===== src/rtl/tictactoe_pkg.sv =====
// ============================================================================
// Module      : tictactoe_pkg
// Description : Shared types and constants for the TicTacToe front end and
//               game core. It holds the debounce channel state enum and the
//               channel index of each board button.
// Revision    : 1.0 - initial release
// ============================================================================
`default_nettype none

package tictactoe_pkg;

    // Per-channel debounce state.
    typedef enum logic [1:0] {
        IDLE_LO = 2'd0,
        WAIT_HI = 2'd1,
        HELD_HI = 2'd2,
        WAIT_LO = 2'd3
    } btn_state_t;

    // Channel indices used by the game core.
    localparam int BTN_SEL  = 0;
    localparam int BTN_NEXT = 1;

endpackage : tictactoe_pkg

`default_nettype wire


===== src/rtl/btn_debounce_ch.sv =====
// ============================================================================
// Module      : btn_debounce_ch
// Description : One pushbutton channel. It runs a metastability synchronizer,
//               then a debounce FSM with a stable-sample counter, and
//               registers the level, press and release outputs.
//               Optional auto-repeat is built in when BTN_AUTOREPEAT_EN is
//               defined.
// Ports       : clk         - system clock, rising edge
//               rst         - synchronous active-high reset
//               i_btn_raw   - raw asynchronous button level
//               o_level     - debounced level
//               o_press     - one-cycle pulse per accepted press (and repeat)
//               o_release   - one-cycle pulse per accepted release
// Revision    : 1.0 - initial release
// ============================================================================
`default_nettype none

module btn_debounce_ch
    import tictactoe_pkg::*;
#(
    parameter int SYNC_STAGES     = 2,
    parameter int DEBOUNCE_CYCLES = 500000
`ifdef BTN_AUTOREPEAT_EN
    ,
    parameter int REPEAT_DELAY    = 25000000,
    parameter int REPEAT_PERIOD   = 5000000,
    parameter bit REPEAT_EN       = 1'b0
`endif
) (
    input  logic clk,
    input  logic rst,
    input  logic i_btn_raw,
    output logic o_level,
    output logic o_press,
    output logic o_release
);

    localparam int                 c_CNT_W   = $clog2(DEBOUNCE_CYCLES + 1);
    localparam logic [c_CNT_W-1:0] c_DEB_MAX = c_CNT_W'(DEBOUNCE_CYCLES);

    // ------------------------------------------------------------------
    // Synchronizer
    // ------------------------------------------------------------------
    logic [SYNC_STAGES-1:0] r_sync;
    logic                   w_s;

    always_ff @(posedge clk) begin
        if (rst) begin
            r_sync <= '0;
        end else begin
            r_sync <= {r_sync[SYNC_STAGES-2:0], i_btn_raw};
        end
    end

    assign w_s = r_sync[SYNC_STAGES-1];

    // ------------------------------------------------------------------
    // Debounce FSM
    // ------------------------------------------------------------------
    btn_state_t         r_state;
    btn_state_t         w_state_nxt;
    logic [c_CNT_W-1:0] r_cnt;
    logic [c_CNT_W-1:0] w_cnt_nxt;
    logic [c_CNT_W-1:0] w_cnt_inc;
    logic               w_stable_done;
    logic               r_level;
    logic               w_level_nxt;
    logic               r_press;
    logic               w_press_nxt;
    logic               w_press_all;
    logic               r_release;
    logic               w_release_nxt;

    // The counter rests at zero in IDLE_LO/HELD_HI, so w_cnt_inc is the
    // number of consecutive differing samples including the current one.
    // That makes DEBOUNCE_CYCLES=1 accept straight from the settled states.
    assign w_cnt_inc     = r_cnt + c_CNT_W'(1);
    assign w_stable_done = (w_cnt_inc == c_DEB_MAX);

    always_comb begin
        w_state_nxt   = r_state;
        w_cnt_nxt     = r_cnt;
        w_level_nxt   = r_level;
        w_press_nxt   = 1'b0;
        w_release_nxt = 1'b0;
        case (r_state)
            IDLE_LO, WAIT_HI: begin
                if (!w_s) begin
                    w_state_nxt = IDLE_LO;
                    w_cnt_nxt   = '0;
                end else if (w_stable_done) begin
                    w_state_nxt = HELD_HI;
                    w_cnt_nxt   = '0;
                    w_level_nxt = 1'b1;
                    w_press_nxt = 1'b1;
                end else begin
                    w_state_nxt = WAIT_HI;
                    w_cnt_nxt   = w_cnt_inc;
                end
            end
            HELD_HI, WAIT_LO: begin
                if (w_s) begin
                    // A bounce back high while releasing returns silently.
                    w_state_nxt = HELD_HI;
                    w_cnt_nxt   = '0;
                end else if (w_stable_done) begin
                    w_state_nxt   = IDLE_LO;
                    w_cnt_nxt     = '0;
                    w_level_nxt   = 1'b0;
                    w_release_nxt = 1'b1;
                end else begin
                    w_state_nxt = WAIT_LO;
                    w_cnt_nxt   = w_cnt_inc;
                end
            end
            default: begin
                w_state_nxt = IDLE_LO;
                w_cnt_nxt   = '0;
                w_level_nxt = 1'b0;
            end
        endcase
    end

`ifdef BTN_AUTOREPEAT_EN
    // ------------------------------------------------------------------
    // Auto-repeat: down-counter loaded on entry to HELD_HI, zero outside it.
    // ------------------------------------------------------------------
    localparam int c_REP_MAX = (REPEAT_DELAY > REPEAT_PERIOD) ? REPEAT_DELAY : REPEAT_PERIOD;
    localparam int c_REP_W   = $clog2(c_REP_MAX + 1);

    logic [c_REP_W-1:0] r_rep;
    logic [c_REP_W-1:0] w_rep_nxt;
    logic               w_rep_press;

    always_comb begin
        w_rep_nxt   = '0;
        w_rep_press = 1'b0;
        if (REPEAT_EN && (w_state_nxt == HELD_HI)) begin
            if (r_state != HELD_HI) begin
                w_rep_nxt = c_REP_W'(REPEAT_DELAY - 1);
            end else if (r_rep == '0) begin
                w_rep_press = 1'b1;
                w_rep_nxt   = c_REP_W'(REPEAT_PERIOD - 1);
            end else begin
                w_rep_nxt = r_rep - c_REP_W'(1);
            end
        end
    end

    always_ff @(posedge clk) begin
        if (rst) begin
            r_rep <= '0;
        end else begin
            r_rep <= w_rep_nxt;
        end
    end

    assign w_press_all = w_press_nxt | w_rep_press;
`else
    assign w_press_all = w_press_nxt;
`endif

    always_ff @(posedge clk) begin
        if (rst) begin
            r_state   <= IDLE_LO;
            r_cnt     <= '0;
            r_level   <= 1'b0;
            r_press   <= 1'b0;
            r_release <= 1'b0;
        end else begin
            r_state   <= w_state_nxt;
            r_cnt     <= w_cnt_nxt;
            r_level   <= w_level_nxt;
            r_press   <= w_press_all;
            r_release <= w_release_nxt;
        end
    end

    assign o_level   = r_level;
    assign o_press   = r_press;
    assign o_release = r_release;

endmodule : btn_debounce_ch

`default_nettype wire


===== src/rtl/move_button_conditioner.sv =====
// ============================================================================
// Module      : move_button_conditioner
// Description : Front end for the TicTacToe game core. It synchronizes and
//               debounces NUM_BTN raw pushbuttons and produces a debounced
//               level plus one-cycle press/release pulses per button.
//               Define BTN_AUTOREPEAT_EN to enable auto-repeat press pulses
//               on channels selected by REPEAT_MASK.
// Ports       : clk         - system clock, rising edge
//               rst         - synchronous active-high reset
//               btn_raw     - raw asynchronous button levels, active-high
//               btn_level   - debounced levels
//               btn_press   - one-cycle press pulses
//               btn_release - one-cycle release pulses
// Revision    : 1.0 - initial release
// ============================================================================
`default_nettype none

module move_button_conditioner
    import tictactoe_pkg::*;
#(
    parameter int                 NUM_BTN         = 2,
    parameter int                 SYNC_STAGES     = 2,
    parameter int                 DEBOUNCE_CYCLES = 500000,
    parameter int                 REPEAT_DELAY    = 25000000,
    parameter int                 REPEAT_PERIOD   = 5000000,
    parameter logic [NUM_BTN-1:0] REPEAT_MASK     = NUM_BTN'(2'b10)
) (
    input  logic               clk,
    input  logic               rst,
    input  logic [NUM_BTN-1:0] btn_raw,
    output logic [NUM_BTN-1:0] btn_level,
    output logic [NUM_BTN-1:0] btn_press,
    output logic [NUM_BTN-1:0] btn_release
);

    // Reject configurations the channel logic cannot implement.
    if (NUM_BTN < 1 || SYNC_STAGES < 2 || DEBOUNCE_CYCLES < 1 ||
        REPEAT_DELAY < 1 || REPEAT_PERIOD < 1 || $bits(REPEAT_MASK) != NUM_BTN) begin : g_bad_params
        $error("move_button_conditioner: illegal parameter combination");
    end

    for (genvar gi = 0; gi < NUM_BTN; gi++) begin : g_ch
        btn_debounce_ch #(
            .SYNC_STAGES     (SYNC_STAGES),
            .DEBOUNCE_CYCLES (DEBOUNCE_CYCLES)
`ifdef BTN_AUTOREPEAT_EN
            ,
            .REPEAT_DELAY    (REPEAT_DELAY),
            .REPEAT_PERIOD   (REPEAT_PERIOD),
            .REPEAT_EN       (REPEAT_MASK[gi])
`endif
        ) u_ch (
            .clk       (clk),
            .rst       (rst),
            .i_btn_raw (btn_raw[gi]),
            .o_level   (btn_level[gi]),
            .o_press   (btn_press[gi]),
            .o_release (btn_release[gi])
        );
    end

endmodule : move_button_conditioner

`default_nettype wire

===== config.mk =====
export PLATFORM = sky130hd
export DESIGN_NAME = move_button_conditioner
export DESIGN_NICKNAME = d
export VERILOG_FILES = /design/src/rtl/tictactoe_pkg.sv /design/src/rtl/btn_debounce_ch.sv /design/src/rtl/move_button_conditioner.sv
export SDC_FILE = /design/constraint.sdc
export NUM_CORES = 1
export LEC_CHECK = 0
export ABC_AREA = 1
export CAP_MARGIN = 5
export CORE_MARGIN = 10
export CORE_UTILIZATION = 61
export CTS_CLUSTER_SIZE = 20
export DETAILED_ROUTE_END_ITERATION = 10
export DONT_BUFFER_PORTS = 1
export PLACE_DENSITY = 0.77
export SYNTH_ARGS = -nofsm -noshare
export SYNTH_HDL_FRONTEND = slang
export SYNTH_HIERARCHICAL = 1
export SYNTH_SLANG_ARGS = --single-unit
export TNS_END_PERCENT = 20

===== constraint.sdc =====
create_clock -name clk -period 4.95 [get_ports clk]
set_input_delay 1.485 -clock clk [delete_from_list [all_inputs] [get_ports clk]]
set_output_delay 1.485 -clock clk [all_outputs]
set_load 0.005 [all_outputs]

---- Word-level counts from Yosys, hierarchy flattened ----
Cells that the tools add are included.
storage, ports and cells
  register bits ........................... 52
  latch bits .............................. 0
  RAM bits ................................ 0
  memory bits (read-only) ................. 0
  input bits .............................. 4
  output and inout port bits .............. 6
  word-level logic and storage cells ...... 78
  memories ................................ 0
cells by class
  $add $sub $neg .......................... 2
  multipliers ............................. 0
  div/mod/pow operators ................... 0
  order comparisons ....................... 0
  equal/unequal tests ..................... 16
  shift-type cells ........................ 0
  muxes and demuxes ....................... 30
  bitwise operators ....................... 6
  reductions and logical operators ........ 12
operators by type and width
  operator               count
  $mux 19                6
  $pmux 19 s2            2
  $add 19x1->19 const B  2
  $eq 19x19->1 const B   2
  $mux 2                 8
  $ne 2x1->1 const B     6
  $reduce_or 3->1        4
  $mux 1                 10
  $eq 2x2->1 const B     4
  $pmux 2 s2             2
  $reduce_and 4->1       2
  $reduce_or 2->1        4
  $not 1->1              6
  $eq 2x1->1 const B     2
  $logic_not 2->1        2
  $ne 2x2->1 const B     2
  $pmux 1 s2             2

---- Depth between registers and ports, before layout ----
Gate-level depths: netlist (run 1).
  depth in word-level cells ............... 5
  depth in mapped cells ................... 14
  depth with buffers taken out ............ 14

---- By module ----
Netlist (run 1), hierarchy kept.
by module, submodules not included
  module           times used  cells each  area each (µm²)
  btn_debounce_ch  2           227         1472.7

---- Worst setup path before layout (run 1) ----
OpenSTA, ideal clock, no wires.
  path kind ............................... input -> register
  from .................................... input port rst
  to ...................................... register g_ch[0].u_ch.r_cnt[2]
  arrival ................................. 1883 ps
  required time ........................... 4888 ps
  slack ................................... 3005 ps
  cell stages on the path ................. 4
  cells stage by stage .................... inv_1 nand3_4 buf_12 nor2_2
RTL lines
  item                  line                           RTL
  start, declared       move_button_conditioner.sv:29  input logic rst,
  end signal, assigned  btn_debounce_ch.sv:172         r_cnt <= w_cnt_nxt;
  end, declared         btn_debounce_ch.sv:62          logic [c_CNT_W-1:0] r_cnt;

---- Worst setup path after layout (run 1) ----
  from .................................... register g_ch[0].u_ch.r_level
  to ...................................... output port btn_level[0]
RTL lines
  item                    line                           RTL
  start, declared         btn_debounce_ch.sv:66          logic r_level;
  start signal, assigned  btn_debounce_ch.sv:173         r_level <= w_level_nxt;
  end, declared           move_button_conditioner.sv:31  output logic [NUM_BTN-1:0] btn_level,
No word-level cell between the ends.

==> summary.md, run 1 <==
| Metric | Value |
|---|---|
| Status | finished clean |
| Relative slew slack | 0.7893 |
| Largest net degree at the start of global routing | 20 |
| Rows | 25 |
| Synth Area in Compound Gates | 0.01274 |
| Final setup fails | 0 |
| Maximum vdd drop | 0.1388 mV |
| Avg WL per Cell | 10.72 um |
| R2r startpoint | g_ch[1].u_ch/r_cnt[0]$_SDFF_PP0_ |
| Maxcap violations | 0 |
| Core Box Area | 4692 um2 |
| Post-route ant nets | 0 |
| Sink Count | 50 |
| RSZ-0062 raised after global routing | no |
| Synth warn | 6 |
| Clock Power Share | 0.363 |
| Vias | 2,532 |
| Post-Synth XOR/XNOR Area | 0.01189 |
| Hold buffer count at CTS | 0 |
| ANT cells | 0 |
| Root Buffer | clkbuf_8 |
| Setup TNS Final | 0 ps |
| Worst-path fanout max | 2 |
| Die Span Y | 89.49 um |
| Cells after DPL | 504 |
| Min Tclk post-route | 2167 ps |
| DP Worst Slack | 2841 ps |
| Syn Area/Cell | about 6.5 um2 |
| Clk Latency, worst-skew pair | 310 ps |
| Seq cells post-synth | 50 |
| Final WS setup | 2783 ps |
| Internal | 0.0005062 W |
| HPWL after DPL | 4.336 mm |
| Layout Nets | 463 |
| Fin cells | between 500 and 600 |
| GR Util All Layers | 0.1545 |
| Detailed Route Iter0 Violations | a little over 100 |
| Main combinational cell family by area after synthesis | simple AND/OR/NAND/NOR gates |
| R2R Setup Slk | 2850 ps |
| Switch share | 0.2216 |
| Initial antenna violation count | 0 |
| Worst Path Required | 3460 ps |
| P&R area growth vs syn | 3.101% |
| Critical path class | flop to output pin |
| CP Capture Type | output pin |
| Share of power burned in registers | 0.623 |
| Port-buffer cells | 0 |
| H-tree Lvls | 2 |
| Crit share post-route | 0.4377 |
| Post-CTS setup buffers | 0 |
| First-pass GRT wire length | 9.880 mm |
| Drt total wl | 5.487 mm |
| Synth Area in Adders | 0.008496 |
| TritonCTS Buffers | 5 |
| Hold crit path type | flop to flop |
| Post-synthesis mux area share | 0 |
| Via-to-Cell Ratio | ~4.9 |
| Critical R2R Capture | g_ch[1].u_ch/r_cnt[12]$_SDFF_PP0_ |
| Mapped Nets | 460 |
| CTS Buffer Depth | 2 |
| GRT overflow | 0 |
| NetSw | approximately 0.00014 W |
| Hold Path End | g_ch[0].u_ch/r_sync[1]$_SDFF_PP0_ |
| Vias in the first global route | between 2,000 and 2,500 |
| Ratio of cells with drive above 1 in the final layout | 0.1725 |
| CTS resizes | 0 |
| Worst reg-to-reg path cell count | 12 |
| Static Leak | between 1 and 1.5 nW |
| Combinational share of power | 0.014 |
| Clock skew | 10.99 ps |
| Clock-pin slew on the worst setup and hold paths | 100 ps |
| Routability congestion estimate from global placement | ~0.93 |
| 1st-pass router iterations | 4 |
| Hold Crit Depth | 2 |
| Fmax | between 400 and 500 MHz |
| Initial Util | 0.6277 |
| DRC Markers | 0 |
| Sequential area share after synthesis | 0.3398 |
| Final Max Slew Viols | 0 |
| Boundary Pins | 10 |
| Chip width | 89.49 um |
| Post-synthesis cell type count | 21 |
| Post-Synth Simple-Gate Area | 0.5064 |
| Final Hold Fails | 0 |
| Critical Path AT | 680 ps |
| Hold wc startpoint | g_ch[0].u_ch/r_sync[0]$_SDFF_PP0_ |
| Die area | 8008 um2 |
| CTS tree | yes |
| PD cells | 214.1 nW/um2 |
| Fillers | ~440 |
| Synthesized instance count | 454 |
| Synthesized area | 2945 um2 |
| Startpoint Class | flop |
| Slew of the pin with the lowest slew margin | 314.9 ps |
## worst reg2reg max path, delay by kind of cell (launching register included)
family        cells  cell delay (ps)
fa+ha+maj         1              310
buf+inv           1              130
flops             1              390
simple gates     10             1160
## sequential cells by signal, summed over array words and instances (netlist names)
name and flops:
g_ch.u_ch/o_level 2, g_ch.u_ch/o_press 2, g_ch.u_ch/o_release 2, g_ch.u_ch/r_cnt 38, g_ch.u_ch/r_state 2, g_ch.u_ch/r_sync 4
## per-layer routing
layer,GRT usage,share of wire,vias up
met4,0.04913,0.014,0
met5,0,0,-
met3,0.04011,0.051,8
met1,0.1793,0.47,1092
li1,-,-,1380
met2,0.2693,0.47,52
## worst max-delay path by stage
stage,slack (ps),startpoint,cells after the start,endpoint
3_3_place_gp,2860,rst,3,g_ch[1].u_ch/r_cnt[6]$_SDFF_PP0_
4_1_cts,2770,g_ch[1].u_ch/o_level$_SDFFE_PP0P_,0,btn_level[1]
6_report,2780,g_ch[0].u_ch/o_level$_SDFFE_PP0P_,0,btn_level[0]
2_1_floorplan,3000,rst,4,g_ch[0].u_ch/r_cnt[2]$_SDFF_PP0_
5_1_grt,2580,g_ch[1].u_ch/r_cnt[0]$_SDFF_PP0_,12,g_ch[1].u_ch/r_cnt[12]$_SDFF_PP0_
3_5_place_dp,2840,rst,3,g_ch[0].u_ch/r_cnt[15]$_SDFF_PP0_
## cells in the final DEF (no fill, tap or decap), types with 4 or more instances in the layout
cell | netlist | final
clkbuf_8 | 0 | 5
dfxtp_1 | 50 | 50
inv_1 | 74 | 74
inv_2 | 4 | 4
nand2_1 | 122 | 122
nand2_2 | 16 | 16
nand3_1 | 24 | 24
nand4_1 | 14 | 14
nor2_1 | 74 | 74
nor2_2 | 36 | 36
nor2_4 | 8 | 8
nor3_1 | 8 | 8
o21ai_0 | 4 | 4
xnor2_1 | 4 | 4
## power by group through the flow
stage                     Sequential [W]  Combinational (W)  Clock, W
after floorplan                 0.000414          0.0000105         0
after global placement          0.000414         0.00000920         0
after detailed placement        0.000415         0.00000908         0
after CTS                       0.000405         0.00000913  0.000243
after global routing            0.000405          0.0000103  0.000262
final                           0.000405         0.00000902  0.000236
## area by class of cell
cell class / instances / area (um2) / share of cell area
well taps: 54 / 67.56 / 0.02225
multi-input cells: 322 / 1589 / 0.5233
clock inverters: 2 / 13.76 / 0.004532
inverters: 78 / 292.8 / 0.09642
flip-flops and latches: 50 / 1001 / 0.3296
clock buffers: 6 / 72.57 / 0.02390
## Yosys cell counts
master / n / share of area
nand2_1: 122 / 0.16
inv_1: 74 / 0.094
nor2_1: 74 / 0.094
dfxtp_1: 50 / 0.34
nor2_2: 36 / 0.076
nand3_1: 24 / 0.041
nand2_2: 16 / 0.034
nand4_1: 14 / 0.030
nor2_4: 8 / 0.031
nor3_1: 8 / 0.014
inv_2: 4 / 0.0051
o21ai_0: 4 / 0.0068
xnor2_1: 4 / 0.012
buf_12: 2 / 0.014
buf_6: 2 / 0.0076
ha_1: 2 / 0.0085
nand2_4: 2 / 0.0076
nand3_2: 2 / 0.0068
nand3_4: 2 / 0.012
nand3b_1: 2 / 0.0051
o21ai_2: 2 / 0.0059
## through the flow
| stage | power [W] | hold slack (ps) | util | instance area, um2 |
|---|---|---|---|---|
| finish | 0.0006503 | 407.8 | 0.6472 | 3037 |
| detailed placement | 0.0004236 | 395.3 | 0.6288 | 2950 |
| CTS | 0.0006575 | 408.2 | 0.6472 | 3037 |
| global placement | 0.0004237 | 391.1 | 0.6288 | 2950 |
| global route | 0.0006780 | 426.1 | 0.6472 | 3037 |
| floorplan | 0.0004248 | 388.3 | - | 2945 |
## cell families after synthesis
logic type	after synthesis
buffers and inverters	82
AOI/OAI and AO/OA	6
and+or+nand+nor	310
xor gates and xnor gates	4
adders and majority gates	2
DFF	50
No activity file was read; power rests on OpenSTA's default activity.
==> run 2: changes to the inputs <==
- CORE_UTILIZATION: 61 -> 57
- PLACE_DENSITY: 0.77 -> 0.75
- clock period: 4.95 -> 1.8 ns (I/O delays scaled with it)
==> summary.md, run 2 (synthesis gave the netlist of run 1 again) <==
| Metric | Value |
|---|---|
| Relative slew slack | 0.8245 (+0.03526) |
| Max FFs per register | 38 (unchanged) |
| Startpoint Class | flop |
| ANT cells | 0 (unchanged) |
| HPWL after DPL | 4.805 mm (+11%) |
| Largest net degree at the start of global routing | 16 (-20%) |
| Routability congestion estimate from global placement | 0.9152 (-1.2%) |
| Most flop-heavy register | g_ch.u_ch/r_cnt |
| TritonCTS Buffers | 5 (unchanged) |
| Sink Count | 50 (unchanged) |
| Share of power burned in registers | 0.573 (-0.050) |
| Max stage delay on crit path | 390 ps |
| DRC Markers | 0 (unchanged) |
| Initial antenna violation count | 0 (unchanged) |
| Post-route ant nets | 0 (unchanged) |
| Final Hold Fails | 0 (unchanged) |
| First-pass GRT wire length | 12.02 mm (+22%) |
| H-tree Lvls | 2 (unchanged) |
| Die area | 8443 um2 (+5.4%) |
| Detailed Route Iter0 Violations | 138 (+35%) |
| Initial Util | 0.5804 (-0.04736) |
| Clock Power Share | 0.406 (+0.043) |
| Die Span Y | 91.89 um (+2.7%) |
| Final setup fails | 32 (+32) |
| Failing checks | setup timing |
| Commonest cells after routing, fill and taps aside | 101 x nand2_1, 74 x inv_1, 56 x nor2_1 |
| PD cells | 494.1 nW/um2 (+130%) |
| Ratio of cells with drive above 1 in the final layout | 0.4186 (+0.2461) |
| Layout Nets | 521 (+13%) |
| Biggest regs | g_ch.u_ch/r_cnt: 38 flops, g_ch.u_ch/r_sync: 4 flops |
| Static Leak | 1.433 nW (+39%) |
| RSZ-0062 raised after global routing | yes |
| Status | finished, violations left |
| Worst-path fanout max | 4 (+2) |
| Critical path class | flop to flop |
| Core Box Area | 5075 um2 (+8.2%) |
| CP Capture Type | flop |
| CP cell instances | ha_4, nand3_4, inv_2, nand3b_1, nand2_2, nand2_2, nor2_2, nand2_2, nor2_4, nand2_4, buf_6, nand2_2, nand2_1, nor2_1 |
| Fin cells | 586 (+14%) |
| CTS tree | yes |
| Switch share | 0.2083 (-0.01328) |
| P&R area growth vs syn | 31.82% |
| CP top delay family | simple AND/OR/NAND/NOR gates |
| WHS | 294.9 ps (-112.9 ps) |
| Boundary Pins | 10 (unchanged) |
| Worst Path Required | 2040 ps (-1420 ps) |
| Rows | 26 (+4.0%) |
| Final WS setup | -53.61 ps (-2837 ps) |
| Vias | 2,914 (+15%) |
| 1st-pass router iterations | 4 (unchanged) |
| Clk Latency, worst-skew pair | 300 ps (about the same) |
| Maximum vdd drop | 0.4345 mV (+210%) |
| Setup TNS Final | -671.2 ps (-671.2 ps) |
| Final Max Slew Viols | 0 (unchanged) |
| Avg WL per Cell | 12.42 um (+16%) |
| Crit share post-route | 1.030 |
| GR Util All Layers | 0.1665 (+0.01207) |
| Commonest non-fill, non-tap cell in the layout | nand2_1 |
| Chip width | 91.89 um (+2.7%) |
| Worst path bufs/invs | 2 |
| Critical path's slowest cell | dfxtp_4 |
| Combinational share of power | 0.021 (+0.007) |
| NetSw | 0.0003996 W (+180%) |
| Crit path top cell by count | nand2_2 |
| Via-to-Cell Ratio | 4.973 (+0.55%) |
| CTS Buffer Depth | 2 (unchanged) |
| Fmax | 539.5 MHz |
| Clock-pin slew on the worst setup and hold paths | 90 ps (about the same) |
| Port-buffer cells | 0 (unchanged) |
| Hold crit path type | primary input to flop |
| Drt total wl | 7.279 mm (+33%) |
| Critical Path AT | 2090 ps (+1410 ps) |
| Clock skew | 9.268 ps (-1.723 ps) |
| GRT overflow | 0 (unchanged) |
| Root Buffer | clkbuf_8 |
| Slew of the pin with the lowest slew margin | 262.9 ps (-52.01 ps) |
| Vias in the first global route | 2,768 (+18%) |
| Maxcap violations | 0 (unchanged) |
| Internal | 0.001519 W (+200%) |
| Min Tclk post-route | approximately 1900 ps |
| Cells after DPL | 558 (+11%) |
[run 2: changes by cell type in the layout (fill, tap and decap cells not counted), sizes merged]
cell / previous run / this run
nand3: 28 / 29
clkbuf: 6 / 5
bufinv: 0 / 1
buf: 0 / 57
[run 2: timing repair]
item	in CTS	in global routing
hold buffers	0	0
buffers inserted	9	10
cloned	1	0
endpoints found under the setup margin	45	46
pin swaps	11	31
gates resized for setup	28	81
[run 2: layer usage]
layer / vias to the layer above / global-route usage / share of wire
met4: 0 / 0.06041 / 0.018
met2: 76 / 0.2912 / 0.51
li1: 1491 / - / -
met5: - / 0 / 0
met3: 12 / 0.03260 / 0.058
met1: 1335 / 0.1967 / 0.42
[run 2: cell type report]
type	count	area [um2]
Multi-Input combinational cell	323	1857
Fill cell	382	1192
Clock buffer	5	68.82
Clock inverter	3	40.04
Inverter	78	295.3
Timing Repair Buffer	57	475.5
Tap cell	70	87.58
Sequential cell	50	1059
[run 2: worst reg2reg max path: stages, from the launching register on]
cell and delay, ps:
dfxtp_4 390, ha_4 160, nand3_4 110, inv_2 110, nand3b_1 120, nand2_2 110, nand2_2 60, nor2_2 140
nand2_2 70, nor2_4 130, nand2_4 90, buf_6 130, nand2_2 40, nand2_1 40, nor2_1 90
[run 2: worst paths after layout]
kind | endpoint | cells past startpoint | start | slack, ps
setup / recovery | g_ch[1].u_ch/r_state[1]$_SDFF_PP0_ | 14 | g_ch[1].u_ch/r_cnt[0]$_SDFF_PP0_ | -50
hold / removal | g_ch[1].u_ch/o_press$_SDFF_PP0_ | 1 | rst | 290
setup reg to reg | g_ch[1].u_ch/r_state[1]$_SDFF_PP0_ | 14 | g_ch[1].u_ch/r_cnt[0]$_SDFF_PP0_ | -50
hold reg to reg | g_ch[1].u_ch/r_sync[1]$_SDFF_PP0_ | 2 | g_ch[1].u_ch/r_sync[0]$_SDFF_PP0_ | 410
[run 2: metrics by stage]
stage | utilization | total power, W | setup slack (ps) | area [um2]
after floorplan | - | 0.001168 | 1.469 | 2950
after global placement | 0.6474 | 0.001173 | -40.09 | 3286
after detailed placement | 0.6474 | 0.001175 | -106.7 | 3286
after CTS | 0.7017 | 0.001950 | -51.69 | 3561
after global routing | 0.7650 | 0.001982 | -180.0 | 3882
final | 0.7650 | 0.001919 | -53.61 | 3882
[run 2: power by group through the flow]
stage	combinational [W]	clock [W]	sequential [W]
4_1_cts	0.0000388	0.000798	0.00111
5_1_grt	0.0000445	0.000838	0.00110
6_report	0.0000399	0.000779	0.00110
3_3_place_gp	0.0000338	0	0.00114
2_1_floorplan	0.0000289	0	0.00114
3_5_place_dp	0.0000350	0	0.00114
==> run 3: changes to the inputs <==
- CORE_UTILIZATION: 57 -> 61
- PLACE_DENSITY: 0.75 -> 0.77
- clock period: 1.8 -> 2.4 ns (I/O delays scaled with it)
==> summary.md, run 3 (synthesis gave the netlist of run 1 again) <==
| Metric | Value |
|---|---|
| Static Leak | 1.037 nW (-28%) |
| Port-buffer cells | 0 (unchanged) |
| Slew of the pin with the lowest slew margin | 333.8 ps (+70.88 ps) |
| Routability congestion estimate from global placement | 0.8903 (-2.7%) |
| P&R area growth vs syn | 3.483% |
| Layout Nets | 463 (-11%) |
| NetSw | 0.0003263 W (-18%) |
| Critical path launch point | g_ch[1].u_ch/r_cnt[0]$_SDFF_PP0_ |
| Die Span Y | 89.49 um (-2.6%) |
| Die area | 8008 um2 (-5.2%) |
| Maxcap violations | 0 (unchanged) |
| Avg WL per Cell | 11.34 um (-8.7%) |
| Maximum vdd drop | 0.3327 mV (-23%) |
| Hold wc startpoint | g_ch[0].u_ch/r_sync[0]$_SDFF_PP0_ |
| Commonest non-fill, non-tap cell in the layout | nand2_1 |
| Clock skew | 11.00 ps (+1.736 ps) |
| Biggest regs | g_ch.u_ch/r_cnt: 38 flops, g_ch.u_ch/r_sync: 4 flops |
| DRC Markers | 0 (unchanged) |
| H-tree Lvls | 2 (unchanged) |
| 1st-pass router iterations | 5 (+1) |
| RSZ-0062 raised after global routing | no |
| Setup TNS Final | 0 ps (+671.2 ps) |
| Via-to-Cell Ratio | 5.012 (+0.78%) |
| Initial Util | 0.6277 (+0.04736) |
| Worst reg-to-reg path cell count | 12 (-2) |
| Min Tclk post-route | 2157 ps (+303.9 ps) |
| Ratio of cells with drive above 1 in the final layout | 0.1747 (-0.2439) |
| GRT overflow | 0 (unchanged) |
| Hold Crit Depth | 2 (+1) |
| R2r startpoint | g_ch[1].u_ch/r_cnt[0]$_SDFF_PP0_ |
| Largest net degree at the start of global routing | 20 (+4) |
| Startpoint Class | flop |
| Vias in the first global route | 2,486 (-10%) |
| Hold buffer count at CTS | 0 (unchanged) |
| Most flop-heavy register | g_ch.u_ch/r_cnt |
| Final WS setup | 242.5 ps (+296.1 ps) |
| TritonCTS Buffers | 5 (unchanged) |
| Relative slew slack | 0.7767 (-0.04788) |
| Worst-path fanout max | 19 (+15) |
| Combinational share of power | 0.014 (-0.007) |
| Hold crit path type | flop to flop |
| CP endpoint | g_ch[1].u_ch/r_cnt[9]$_SDFF_PP0_ |
| CTS resizes | 0 (-100%) |
| Status | finished clean |
| Final Hold Fails | 0 (unchanged) |
| ANT cells | 0 (unchanged) |
| CTS tree | yes |
| Crit share post-route | 0.8989 (-0.1308) |
| Chip width | 89.49 um (-2.6%) |
| GR Util All Layers | 0.1646 (-0.001929) |
| Pwr Total | 0.001383 W (-28%) |
| Critical Path AT | 2360 ps (+270 ps) |
| Clock-pin slew on the worst setup and hold paths | 100 ps (about the same) |
| Clk Latency, worst-skew pair | 310 ps (about the same) |
| Detailed Route Iter0 Violations | 162 (+17%) |
| Core Box Area | 4692 um2 (-7.5%) |
| CP Capture Type | flop |
| Vias | 2,566 (-12%) |
| PD cells | 453.7 nW/um2 (-8.2%) |
| Sink Count | 50 (unchanged) |
| Commonest cells after routing, fill and taps aside | 122 x nand2_1, 74 x nor2_1, 74 x inv_1 |
| Share of power burned in registers | 0.604 (+0.031) |
| Boundary Pins | 10 (unchanged) |
| Final Max Slew Viols | 0 (unchanged) |
| Max FFs per register | 38 (unchanged) |
| Initial antenna violation count | 0 (unchanged) |
| Clock Power Share | 0.382 (-0.024) |
| Worst Path Required | 2600 ps (+560 ps) |
| Fmax | 463.5 MHz (-14%) |
| Switch share | 0.2360 (+0.02770) |
| CTS Buffer Depth | 2 (unchanged) |
| HPWL after DPL | 4.588 mm (-4.5%) |
| Final setup fails | 0 (-100%) |
| Internal | 0.001056 W (-30%) |
| Root Buffer | clkbuf_8 |
| Post-route ant nets | 0 (unchanged) |
| DP Worst Slack | 242.1 ps (+348.8 ps) |
| Post-CTS setup buffers | 0 (-9) |
| Critical path class | flop to flop |
| Rows | 25 (-3.8%) |
| R2R Setup Slk | 240 ps (+300 ps) |
| Critical R2R Capture | g_ch[1].u_ch/r_cnt[9]$_SDFF_PP0_ |
| First-pass GRT wire length | 10.63 mm (-12%) |
| Drt total wl | 5.806 mm (-20%) |
[run 3: worst max-delay path, cell delays in order, from the launching register on]
cell and delay [ps]:
dfxtp_1 420, ha_1 310, nand3_2 160, nor2_2 160, nand2_1 80, nand2_2 80, nand2_1 80, nor2_2 150
nand2_2 80, nor2_4 150, nand2_4 70, nand3_4 220, nor2_1 80
[run 3: power by group through the flow]
stage / combinational (W) / clock, W / sequential (W)
floorplan: 0.0000216 / 0 / 0.000854
global placement: 0.0000188 / 0 / 0.000855
detailed placement: 0.0000193 / 0 / 0.000855
CTS: 0.0000194 / 0.000543 / 0.000836
global route: 0.0000217 / 0.000574 / 0.000837
finish: 0.0000189 / 0.000528 / 0.000836
[run 3: metal layers]
layer | track usage | vias to the layer above | wire, um
met5 | 0 | - | 0
met4 | 0.05491 | 0 | 117
met3 | 0.03646 | 11 | 237
met2 | 0.2845 | 47 | 2800
met1 | 0.1959 | 1139 | 2651
li1 | - | 1369 | -
[run 3: worst min-delay path by stage]
stage	endpoint	slack (ps)
after floorplan	g_ch[0].u_ch/r_sync[1]$_SDFF_PP0_	390
after global placement	g_ch[1].u_ch/r_sync[1]$_SDFF_PP0_	390
after detailed placement	g_ch[0].u_ch/r_sync[1]$_SDFF_PP0_	400
after CTS	g_ch[0].u_ch/r_sync[1]$_SDFF_PP0_	410
after global routing	g_ch[0].u_ch/r_sync[1]$_SDFF_PP0_	430
final	g_ch[0].u_ch/r_sync[1]$_SDFF_PP0_	410
[run 3: layout make-up]
type                       instances  area [um2]
fill                             430        1644
sequential                        50        1001
clock buffer                       5       68.82
multi-input combinational        322        1589
clock inverter                     3       28.78
tap                               54       67.56
inverter                          78       292.8
[run 3: through the flow]
| step | hold slack [ps] | std cells | area [um2] | util |
|---|---|---|---|---|
| after floorplan | 388.3 | 454 | 2945 | - |
| after CTS | 411.8 | 512 | 3048 | 0.6496 |
| after detailed placement | 397.0 | 504 | 2950 | 0.6288 |
| after global placement | 390.3 | 504 | 2950 | 0.6288 |
| after global routing | 428.1 | 512 | 3048 | 0.6496 |
| final | 410.2 | 512 | 3048 | 0.6496 |
